==> src/rtl/s3g_pkg.sv <==
// Shared definitions for the s3g transmit path: arbiter state encoding, owner
// encoding, payload sizing and the length clamp helper.
package s3g_pkg;

  localparam int S3G_MAX_PAYLOAD = 16;
  localparam int S3G_BUF_W       = 128;

  typedef enum logic [1:0] {
    ST_IDLE      = 2'd0,
    ST_ISSUE     = 2'd1,
    ST_WAIT_BUSY = 2'd2,
    ST_WAIT_IDLE = 2'd3
  } arb_state_t;

  typedef enum logic {
    OWNER_A = 1'b0,
    OWNER_B = 1'b1
  } owner_t;

  // Oversized requests are trimmed to the transmitter buffer depth; zero passes through.
  function automatic logic [7:0] clamp_len(input logic [7:0] len, input int unsigned max_len);
    logic [7:0] lim;
    lim = max_len[7:0];
    return (len > lim) ? lim : len;
  endfunction

endpackage

==> src/rtl/s3g_tx_arbiter_if.sv <==
// Requester and transmitter signals of the s3g_tx arbiter. The master modport is
// the arbiter; the slave modport is the requesters plus s3g_tx.
interface s3g_tx_arbiter_if;

  logic                           a_req;
  logic [7:0]                     a_payload_len;
  logic [s3g_pkg::S3G_BUF_W-1:0]  a_buf;
  logic                           a_ack;

  logic                           b_req;
  logic [7:0]                     b_payload_len;
  logic [s3g_pkg::S3G_BUF_W-1:0]  b_buf;
  logic                           b_ack;

  logic                           tx_busy;
  logic                           tx_packet_wr;
  logic [7:0]                     tx_payload_len;
  logic [s3g_pkg::S3G_BUF_W-1:0]  tx_buf;
  logic                           tx_owner;
  logic                           tx_timeout;

  modport master (
    input  a_req, a_payload_len, a_buf,
    input  b_req, b_payload_len, b_buf,
    input  tx_busy,
    output a_ack, b_ack,
    output tx_packet_wr, tx_payload_len, tx_buf, tx_owner, tx_timeout
  );

  modport slave (
    output a_req, a_payload_len, a_buf,
    output b_req, b_payload_len, b_buf,
    output tx_busy,
    input  a_ack, b_ack,
    input  tx_packet_wr, tx_payload_len, tx_buf, tx_owner, tx_timeout
  );

endinterface

==> src/rtl/s3g_tx_arbiter.sv <==
// Two-way round-robin arbiter sharing s3g_tx between command replies (A) and status
// reports (B). Define S3G_TX_ARB_TIMEOUT_EN to abandon packets whose busy never rises.
module s3g_tx_arbiter
  import s3g_pkg::*;
#(
  parameter int MAX_PAYLOAD  = S3G_MAX_PAYLOAD
`ifdef S3G_TX_ARB_TIMEOUT_EN
 ,parameter int BUSY_TIMEOUT = 15
`endif
) (
  input logic               clk,
  input logic               rst,
  s3g_tx_arbiter_if.master  bus
);

  arb_state_t state;
  owner_t     last_grant;
  logic       take_b;

`ifdef S3G_TX_ARB_TIMEOUT_EN
  localparam int              CNT_W   = $clog2(BUSY_TIMEOUT + 1);
  localparam logic [CNT_W-1:0] CNT_MAX = CNT_W'(BUSY_TIMEOUT);
  logic [CNT_W-1:0] busy_cnt;
`endif

  // B wins when it is alone, or when both ask and A was served last.
  assign take_b = bus.b_req && (!bus.a_req || (last_grant == OWNER_A));

  // NOTE: every register here uses <= so all next-state values come from the same
  // pre-edge snapshot; a blocking = would let later lines see half-updated state.
  always_ff @(posedge clk) begin
    if (!rst) begin
      // NOTE: the payload registers are reset too, because they are visible outputs
      // that must read 0 after reset, not just internal storage.
      state              <= ST_IDLE;
      last_grant         <= OWNER_B;
      bus.a_ack          <= 1'b0;
      bus.b_ack          <= 1'b0;
      bus.tx_packet_wr   <= 1'b0;
      bus.tx_payload_len <= '0;
      bus.tx_buf         <= '0;
      bus.tx_owner       <= 1'b0;
      bus.tx_timeout     <= 1'b0;
`ifdef S3G_TX_ARB_TIMEOUT_EN
      busy_cnt           <= '0;
`endif
    end else begin
      bus.a_ack        <= 1'b0;
      bus.b_ack        <= 1'b0;
      bus.tx_packet_wr <= 1'b0;
      bus.tx_timeout   <= 1'b0;

      unique case (state)
        ST_IDLE: begin
          if (!bus.tx_busy && (bus.a_req || bus.b_req)) begin
            if (take_b) begin
              bus.tx_payload_len <= clamp_len(bus.b_payload_len, MAX_PAYLOAD);
              bus.tx_buf         <= bus.b_buf;
              bus.tx_owner       <= OWNER_B;
              bus.b_ack          <= 1'b1;
              last_grant         <= OWNER_B;
            end else begin
              bus.tx_payload_len <= clamp_len(bus.a_payload_len, MAX_PAYLOAD);
              bus.tx_buf         <= bus.a_buf;
              bus.tx_owner       <= OWNER_A;
              bus.a_ack          <= 1'b1;
              last_grant         <= OWNER_A;
            end
            state <= ST_ISSUE;
          end
        end

        ST_ISSUE: begin
          bus.tx_packet_wr <= 1'b1;
          state            <= ST_WAIT_BUSY;
`ifdef S3G_TX_ARB_TIMEOUT_EN
          busy_cnt         <= '0;
`endif
        end

        ST_WAIT_BUSY: begin
          if (bus.tx_busy) begin
            state <= ST_WAIT_IDLE;
`ifdef S3G_TX_ARB_TIMEOUT_EN
          end else if (busy_cnt == CNT_MAX) begin
            // Transmitter never accepted the packet; drop it rather than retry.
            bus.tx_timeout <= 1'b1;
            state          <= ST_IDLE;
          end else begin
            busy_cnt <= busy_cnt + 1'b1;
`endif
          end
        end

        ST_WAIT_IDLE: begin
          if (!bus.tx_busy) state <= ST_IDLE;
        end

        default: state <= ST_IDLE;
      endcase
    end
  end

endmodule

==> src/flat_wrapper.sv <==
// flat-port wrapper written by rule: the top's interface ports become plain ports
module s3g_tx_arbiter_flat import s3g_pkg::*;
#(
  parameter int MAX_PAYLOAD  = S3G_MAX_PAYLOAD

)
  (clk, rst, bus_a_req, bus_a_payload_len, bus_a_buf, bus_b_req, bus_b_payload_len, bus_b_buf, bus_tx_busy, bus_a_ack, bus_b_ack, bus_tx_packet_wr, bus_tx_payload_len, bus_tx_buf, bus_tx_owner, bus_tx_timeout);
  s3g_tx_arbiter_if bus_i ();
  input logic clk;
  input logic rst;
  input wire logic [$bits(bus_i.a_req)-1:0] bus_a_req;
  input wire logic [$bits(bus_i.a_payload_len)-1:0] bus_a_payload_len;
  input wire logic [$bits(bus_i.a_buf)-1:0] bus_a_buf;
  input wire logic [$bits(bus_i.b_req)-1:0] bus_b_req;
  input wire logic [$bits(bus_i.b_payload_len)-1:0] bus_b_payload_len;
  input wire logic [$bits(bus_i.b_buf)-1:0] bus_b_buf;
  input wire logic [$bits(bus_i.tx_busy)-1:0] bus_tx_busy;
  output wire logic [$bits(bus_i.a_ack)-1:0] bus_a_ack;
  output wire logic [$bits(bus_i.b_ack)-1:0] bus_b_ack;
  output wire logic [$bits(bus_i.tx_packet_wr)-1:0] bus_tx_packet_wr;
  output wire logic [$bits(bus_i.tx_payload_len)-1:0] bus_tx_payload_len;
  output wire logic [$bits(bus_i.tx_buf)-1:0] bus_tx_buf;
  output wire logic [$bits(bus_i.tx_owner)-1:0] bus_tx_owner;
  output wire logic [$bits(bus_i.tx_timeout)-1:0] bus_tx_timeout;
  assign bus_i.a_req = bus_a_req;
  assign bus_i.a_payload_len = bus_a_payload_len;
  assign bus_i.a_buf = bus_a_buf;
  assign bus_i.b_req = bus_b_req;
  assign bus_i.b_payload_len = bus_b_payload_len;
  assign bus_i.b_buf = bus_b_buf;
  assign bus_i.tx_busy = bus_tx_busy;
  assign bus_a_ack = bus_i.a_ack;
  assign bus_b_ack = bus_i.b_ack;
  assign bus_tx_packet_wr = bus_i.tx_packet_wr;
  assign bus_tx_payload_len = bus_i.tx_payload_len;
  assign bus_tx_buf = bus_i.tx_buf;
  assign bus_tx_owner = bus_i.tx_owner;
  assign bus_tx_timeout = bus_i.tx_timeout;
  s3g_tx_arbiter #(.MAX_PAYLOAD(MAX_PAYLOAD)) u_core (.clk(clk), .rst(rst), .bus(bus_i));
endmodule
==> config.mk <==
export PLATFORM = sky130hd
export DESIGN_NAME = s3g_tx_arbiter_flat
export DESIGN_NICKNAME = d
export VERILOG_FILES = /design/src/rtl/s3g_pkg.sv /design/src/rtl/s3g_tx_arbiter_if.sv /design/src/rtl/s3g_tx_arbiter.sv /design/src/flat_wrapper.sv
export SDC_FILE = /design/constraint.sdc
export NUM_CORES = 1
export LEC_CHECK = 0
export BUFFER_PORTS_ARGS = -buffer_cell sky130_fd_sc_hd__clkbuf_2
export CAP_MARGIN = 20
export CORE_AREA = 4 4 161 163
export CTS_CLUSTER_SIZE = 8
export DETAILED_ROUTE_END_ITERATION = 10
export DIE_AREA = 0 0 165 167
export PLACE_DENSITY = 0.67
export RECOVER_POWER = 25
export SLEW_MARGIN = 10
export SYNTH_ARGS = -nofsm -noshare
export SYNTH_HDL_FRONTEND = slang
export SYNTH_SLANG_ARGS = --single-unit
==> constraint.sdc <==
create_clock -name clk -period 2.2 [get_ports clk]
set_input_delay 0 -clock clk [delete_from_list [all_inputs] [get_ports clk]]
set_output_delay 0 -clock clk [all_outputs]
set_load 0.02 [all_outputs]
# [After elaboration in Yosys (flattened, before gate mapping)]
# Cells that the tools add are included.
[word_totals] output_inout_bits=141 in_bits=277 word_cells=38 regBits=143
[classes] n_lt_le_gt_ge=2 muxes=11 reduce_logical=10 bitwise=1 n_eq_ne=6
[op_table] operator="$mux W128" count=1
[op_table] operator="$mux W8" count=3
[op_table] operator="$gt A8 B5 Y1 const B" count=2
[op_table] operator="$pmux W2 S4" count=1
[op_table] operator="$mux W2" count=3
[op_table] operator="$reduce_and A3 Y1" count=2
[op_table] operator="$eq A2 B2 Y1 const B" count=2
[op_table] operator="$ne A2 B2 Y1 const B" count=2
[op_table] operator="$mux W1" count=3
[op_table] operator="$eq A2 B1 Y1 const B" count=1
[op_table] operator="$logic_and A1 B1 Y1" count=2
[op_table] operator="$logic_not A1 Y1" count=2
[op_table] operator="$logic_not A2 Y1" count=1
[op_table] operator="$logic_or A1 B1 Y1" count=2
[op_table] operator="$ne A2 B1 Y1 const B" count=1
[op_table] operator="$reduce_and A2 Y1" count=1
[op_table] operator="$not A1 Y1" count=1

# [Logic depth before layout (Yosys ltp)]
# Gate-level depths: netlist (run 1).
[depth] word_depth=4 depth_mapped=8

# [Worst setup path after synthesis (run 1)]
# No wires, ideal clock.
[synth_timing] kind="reg-to-reg" startpoint="register u_core.state[0]" endpoint="register u_core.bus.tx_buf[54]" setup_ps=143 setup_slack_ps=653 arrival_time_ps=1404 path_stages_with_launch=8 t_required_ps=2057 path_buffers=2 cell_sequence="dfxtp_1 > inv_1 > ha_1 > nand2b_1 > nor2_1 > buf_2 > clkbuf_1 > a211oi_1"
[synth_between] elab_chain_cells=2
[synth_rtl] item="start: declaration" line_no="s3g_tx_arbiter.sv:16" rtl="arb_state_t state;"
[synth_rtl] item="start signal: assignment" line_no="s3g_tx_arbiter.sv:35" rtl="state <= ST_IDLE;"
[synth_rtl] item="start signal: assignment" line_no="s3g_tx_arbiter.sv:69" rtl="state <= ST_ISSUE;"
[synth_rtl] item="start signal: assignment" line_no="s3g_tx_arbiter.sv:75" rtl="state <= ST_WAIT_BUSY;"
[synth_rtl] item="$logic_not A2 Y1" line_no="s3g_tx_arbiter.sv:53" rtl="unique case (state)"
[synth_rtl] item="$reduce_and A2 Y1 (no source line)"
[synth_rtl] item="end signal: assignment" line_no="s3g_tx_arbiter.sv:58" rtl="bus.tx_buf <= bus.b_buf;"
[synth_rtl] item="end signal: assignment" line_no="s3g_tx_arbiter.sv:64" rtl="bus.tx_buf <= bus.a_buf;"
[synth_rtl] item="end: declaration" line_no="s3g_tx_arbiter_if.sv:27" rtl="output tx_packet_wr, tx_payload_len, tx_buf, tx_owner, tx_timeout"
# Every way passes these cells.
# A chain may end at the register's enable or synchronous reset.

# [Worst setup path in the final report (run 1)]
[layout_timing] startpoint="register u_core.last_grant" endpoint="register u_core.bus.tx_buf[94]"
[layout_between] elab_chain_cells=4
[layout_rtl] item="start: declaration" line_no="s3g_tx_arbiter.sv:17" rtl="owner_t last_grant;"
[layout_rtl] item="start signal: assignment" line_no="s3g_tx_arbiter.sv:36" rtl="last_grant <= OWNER_B;"
[layout_rtl] item="start signal: assignment" line_no="s3g_tx_arbiter.sv:61" rtl="last_grant <= OWNER_B;"
[layout_rtl] item="start signal: assignment" line_no="s3g_tx_arbiter.sv:67" rtl="last_grant <= OWNER_A;"
[layout_rtl] item="$not A1 Y1" line_no="s3g_tx_arbiter.sv:27" rtl="assign take_b = bus.b_req && (!bus.a_req || (last_grant == OWNER_A));"
[layout_rtl] item="$logic_or A1 B1 Y1" line_no="s3g_tx_arbiter.sv:27"
[layout_rtl] item="$logic_and A1 B1 Y1" line_no="s3g_tx_arbiter.sv:27"
[layout_rtl] item="$mux W128" line_no="s3g_tx_arbiter.sv:56" rtl="if (take_b) begin"
# Every way passes these cells.

==> results of run 1 <==
==> cells by family (layout without fill, tap and decap cells) <==
logic type / after synthesis / in the layout
AND/OR/NAND/NOR: 27 / 27
flip-flops: 143 / 143
multiplexers: 132 / 132
buffers and inverters: 84 / 735
AO/OA/AOI/OAI: 271 / 271
adder cells (fa/ha/maj): 5 / 5
other: 1 / 1
==> what timing repair did <==
item | 4_1_cts | 5_1_grt
hold endpoints to repair | 130 | 0
setup buffers | 0 | 3
setup endpoints to repair | 0 | 55
hold buffers | 257 | 0
gates resized for setup | 0 | 4
==> area by class of cell <==
| type | count | area [µm²] |
|---|---|---|
| Fill cell | 2135 | 12180 |
| Clock buffer | 19 | 432.9 |
| Sequential cell | 143 | 2863 |
| Inverter | 7 | 28.78 |
| Multi-Input combinational cell | 436 | 3322 |
| Clock inverter | 12 | 137.6 |
| Tap cell | 324 | 405.4 |
| Timing Repair Buffer | 697 | 4952 |
==> synth_stat cells, drive strengths merged <==
master,count,area [µm²]
dfxtp,143,2863
mux2i,130,1301
a211oi,128,991.0
a21oi,128,640.6
buf,49,362.8
clkbuf,28,105.1
o211ai,8,60.06
inv,7,26.28
nand2,6,22.52
ha,5,62.56
nand4,5,31.28
and3,4,25.02
and2,2,12.51
mux2,2,22.52
nand2b,2,12.51
nor2,2,7.510
nor4,2,12.51
o21ai,2,10.01
a21boi,1,7.510
a21o,1,7.510
a31o,1,8.760
and3b,1,8.760
conb,1,3.750
nand3,1,5.000
nor2b,1,6.260
o22ai,1,6.260
o32a,1,10.01
or2,1,6.260
==> report_power, final <==
group	leakage, nW	internal [W]	switching, W	total (W)
Clock	0.262	0.00168	0.00117	0.00284
Sequential	1.18	0.00321	0.000347	0.00356
Combinational	3.82	0.00189	0.00261	0.00449
==> critical path: stages (launching register included) <==
cell and delay [ps]:
dfxtp_1 350, a21boi_4 280, buf_12 210, buf_16 210, mux2i_1 260, dlygate4sd3_1 600, a211oi_1 80
==> flip-flops by register name, indices dropped and copies added (netlist names) <==
register	cells
u_core.bus.tx_packet_wr	1
u_core.bus.tx_owner	1
u_core.state	2
u_core.bus.a_ack	1
u_core.bus.tx_payload_len	8
u_core.last_grant	1
u_core.bus.b_ack	1
u_core.bus.tx_buf	128
==> routing by layer <==
metal	track usage, %	vias up
li1	-	3791
met1	20.26	3703
met2	32.26	487
met3	4.943	113
met4	11.36	0
met5	0	-
==> worst paths after layout <==
| path | start | endpoint | cells after the start |
|---|---|---|---|
| min | bus_b_buf[103] | u_core.bus.tx_buf[103] | 3 |
| max reg2reg | u_core.last_grant | u_core.bus.tx_buf[94] | 6 |
| max | u_core.last_grant | u_core.bus.tx_buf[94] | 6 |
| min reg2reg | u_core.bus.tx_payload_len[5] | u_core.bus.tx_payload_len[5] | 1 |
==> through the flow <==
stage	cell area, µm²	worst slack, ps	instances	util [%]
after floorplan	6639	652.5	663	-
final	12140	40.94	1638	49.93
after CTS	12090	23.02	1631	49.69
after global placement	8942	558.2	1343	36.77
after global routing	12140	0.5866	1638	49.93
after detailed placement	8942	532.7	1343	36.77
==> key figures, run 1 <==
Outcome
  – Status: complete, no violations

Placed design
  – HPWL Detailed: approximately 16000 µm
  – Gpl congestion: 0.8036
  – Port buffer count: around 420

Synth
  – Compound-gate portion of the synthesized area: a little over a quarter
  – XOR/XNOR share of the synthesized area: 0%
  – #FFs+latches synth: ~140
  – Cell Area, Synth: approximately 6600 µm²
  – Post-synthesis adder-cell area fraction: 0.9423%
  – Mapped Avg Cell Area: ~10 µm²
  – Synthesis Warnings: 0
  – Main combinational cell family by area after synthesis: compound AO/OA/AOI/OAI gates
  – Netlist cell types: 33
  – Syn Inst Count: around 660
  – Sequential-to-total area share from yosys stat: between 40% and 50%
  – Synth Net Count: ~950
  – Mux cell area share after synthesis: around 20%
  – Simple-Gate Fraction of Synth Area: under 10%

Floorplanning
  – Row count: between 50 and 60
  – Die area: between 20000 and 30000 µm²
  – Initial core utilization: 27.30%
  – I/O Pins: 418
  – Die Wd: roughly 170 µm
  – Core Area: roughly 24000 µm²
  – Die Y-Extent: around 170 µm

Routing
  – Vias per std cell: between 4 and 5
  – Routed len/inst: 17.63 µm
  – Met3 routed WL: approximately 2400 µm
  – DRC viols: 0
  – DRT Pass-1 Iters: 6
  – Drt initial violations: about 670
  – Met2 WL: 14200 µm
  – Met1 wire length: 10600 µm
  – Via count: 8094
  – Antenna viol nets, final: 0
  – Top layer in use: met4
  – Final wirelength: between 20000 and 30000 µm

Timing
  – Highest clock rate: 463.2 MHz
  – Setup TNS: 0 ps
  – Slew headroom: between 60% and 70%
  – Slew Viols, Final: 0
  – Endpoints failing hold: 0
  – Final hold slack: between 15 and 20 ps
  – Final period util: 98.14%
  – Clock skew: about 9.9 ps
  – Minimum clock period: ~2200 ps
  – Finish-stage setup viols: 0
  – RSZ-0062 raised after global routing: no
  – Slew @ Worst Pin: 499.9 ps

Layout
  – Most frequent cells in the layout: 348 x clkbuf_2, 257 x dlygate4sd3_1, 143 x dfxtp_1
  – Commonest non-fill, non-tap cell in the layout: clkbuf_2
  – Final net count: approximately 1600
  – Layout cell share with drive strength beyond 1: a little under a third
  – P&R area growth vs syn: 82.89%
  – N_diodes: 0

Clock tree
  – CTS max path bufs: 2
  – CTS tree: yes
  – CTS clk-pin slew, worst paths: about 70 ps
  – CTS Sinks: 143
  – Clk_lat worst skew: 410 ps
  – CTS root buf: clkbuf_16
  – H-tree Lvls: 4
  – Cts bufs inserted: 17

Min path
  – Hold Path Class: in -> reg

Global route
  – Maximum number of pins on one net before global-route repair: slightly below 70
  – Number of global-route vias before repair: 8176
  – GR Overflow Total: 0
  – Initial antenna violation count: 0
  – First-pass GRT wire length: roughly 42000 µm
  – Tot GR Track Use: a little under a fifth

Power
  – Total chip power: between 0.01 and 0.015 W
  – Leak: roughly 5.3 nW
  – Power Dens Cells: ~900 nW/µm²
  – VDD IR max: around 0.45 mV

Worst setup path
  – Critical Path Fanout Max: 22
  – Crit path kind: reg -> reg
  – CP endpoint kind: flop
  – Flop2flop setup slack: approximately 41 ps
  – Required time of the critical path: between 2000 and 2500 ps
  – WP data arrival: roughly 2400 ps
  – CP Launch Type: flop

Job
  – Maxcap violations: 0
(Power assumes the default switching activity.)
==> run 2, diff against run 1 <==
Settings changed: REMOVE_ABC_BUFFERS from default to 1.
==> key figures, run 2 (synthesis results as in run 1) <==
Outcome
  – Status: finished, violations left
  – Failing checks: negative hold slack

Layout
  – Layout cell share with drive strength beyond 1: 31.30%
  – Final net count: between 1500 and 2000
  – Largest regs: u_core.bus.tx_buf (128), u_core.bus.tx_payload_len (8), u_core.state (2)
  – Most frequent cells in the layout: 347 x clkbuf_2, 258 x dlygate4sd3_1, 143 x dfxtp_1
  – Max FFs per register: between 100 and 150
  – Non-Filler Instances: 1635
  – Largest Register: u_core.bus.tx_buf
  – P&R area growth vs syn: 82.04%
  – Commonest non-fill, non-tap cell in the layout: clkbuf_2

Floorplanning
  – Die Wd: 165 µm
  – Die Y-Extent: between 150 and 200 µm
  – Core Area: 24320 µm²
  – Row count: 57
  – Die area: 27560 µm²
  – Initial core utilization: between 20% and 30%
  – I/O Pins: approximately 420

Clock tree
  – H-tree Lvls: 4
  – Cts bufs inserted: 17
  – CTS tree: yes
  – CTS max path bufs: 2
  – CTS Sinks: 143
  – CTS clk-pin slew, worst paths: approximately 60 ps
  – Clk_lat worst skew: 410 ps
  – CTS root buf: clkbuf_16

Timing
  – RSZ-0062 raised after global routing: no
  – Highest clock rate: ~470 MHz
  – Slew headroom: 39.30%
  – Endpoints failing hold: 1
  – Final period util: ~96%
  – Clock skew: 11.90 ps
  – Final worst slack: about 82 ps
  – Finish-stage setup viols: 0
  – Minimum clock period: ~2100 ps
  – Slew @ Worst Pin: approximately 900 ps
  – Final hold slack: -7.054 ps
  – Slew Viols, Final: 0

Global route
  – First-pass GRT wire length: around 42000 µm
  – Maximum number of pins on one net before global-route repair: approximately 130
  – Initial antenna violation count: 1
  – Tot GR Track Use: about a fifth
  – Number of global-route vias before repair: 8207
  – GR Overflow Total: 0

Job
  – Maxcap violations: 0

Power
  – Leak: ~5.2 nW
  – Total chip power: 0.01106 W
  – VDD IR max: roughly 0.45 mV
  – Power Dens Cells: between 900 and 1000 nW/µm²

Routing
  – DRC viols: 0
  – DRT Pass-1 Iters: 5
  – Routed len/inst: approximately 17 µm
  – Drt initial violations: ~420
  – Final wirelength: ~28000 µm
  – Antenna viol nets, final: 0
  – Vias per std cell: just under 5
  – Via count: about 8000

Placed design
  – Port buffer count: roughly 420
  – Gpl congestion: around 0.8
  – HPWL Detailed: roughly 16000 µm
  – Placed cells: around 1300
  – Dpl ws: a little under 500 ps

Worst setup path
  – CP Launch Type: flop
  – Critical Path Fanout Max: 27
  – Reg2Reg Launch Point: u_core.last_grant
  – Slowest cell on the critical path: dlygate4sd3_1
  – WP data arrival: 2430 ps
  – Critical path cell sequence: a21boi_4 > buf_4 > buf_6 > mux2i_1 > dlygate4sd3_1 > a211oi_1
  – Crit path buf inv count: 3
  – Crit path kind: reg -> reg
  – Required time of the critical path: approximately 2500 ps
  – Worst Setup SP: u_core.last_grant
  – Delay-heaviest family, CP: buffers and inverters
  – CP endpoint kind: flop
  – Largest incremental delay on the critical path: roughly 570 ps

Min path
  – Hold Path Class: in -> reg
  – Hold_sp: bus_b_buf[22]
## run 2: path summary, 6_finish.rpt
path	end	slack (ps)	cells after the start
hold / removal	u_core.bus.tx_buf[22]	-7	3
setup / recovery	u_core.bus.tx_buf[17]	80	6
setup reg to reg	u_core.bus.tx_buf[17]	80	6
hold reg to reg	u_core.bus.tx_payload_len[4]	480	2
## run 2: final cells by class
| cell class | count | area [µm²] |
|---|---|---|
| antenna | 1 | 2.502 |
| clock buffer | 20 | 446.7 |
| clock inverter | 12 | 183.9 |
| fill | 2186 | 12230 |
| inverter | 7 | 28.78 |
| multi-input combinational | 436 | 3312 |
| sequential | 143 | 2863 |
| tap | 324 | 405.4 |
| timing repair buffer | 692 | 4843 |
## run 2: repair_timing
item | CTS | global route
hold buffers | 258 | 0
hold endpoints to repair | 131 | 0
resized for setup | 0 | 3
buffers inserted | 0 | 2
setup endpoints to repair | 0 | 19
## run 2: through the flow
step	util [%]	instance area [µm²]	TNS [ps]	hold slack [ps]
after detailed placement	36.63	8907	0	270.4
after CTS	49.84	12120	0	5.113
after global routing	49.69	12090	0	23.39
after floorplan	-	6171	-1055210	121.7
after global placement	36.63	8907	0	260.0
final	49.69	12090	0	-7.054
## run 2: where the power goes
group | total, W | switching [W] | internal, W
logic | 0.00440 | 0.00256 | 0.00185
clock network | 0.00311 | 0.00117 | 0.00194
registers | 0.00355 | 0.000336 | 0.00321
## run 2: tightest hold or removal path, cell delays in order
cell and delay [ps]:
clkbuf_2 80, mux2i_1 170, a211oi_1 90
## run 2: per-layer routing
layer / vias to the layer above / GRT usage (%) / routed length, µm
met5: - / 0 / 0
met4: 0 / 7.052 / 775
met3: 61 / 4.424 / 1870
met2: 355 / 34.75 / 14880
met1: 3752 / 20.26 / 10350
li1: 3788 / - / -
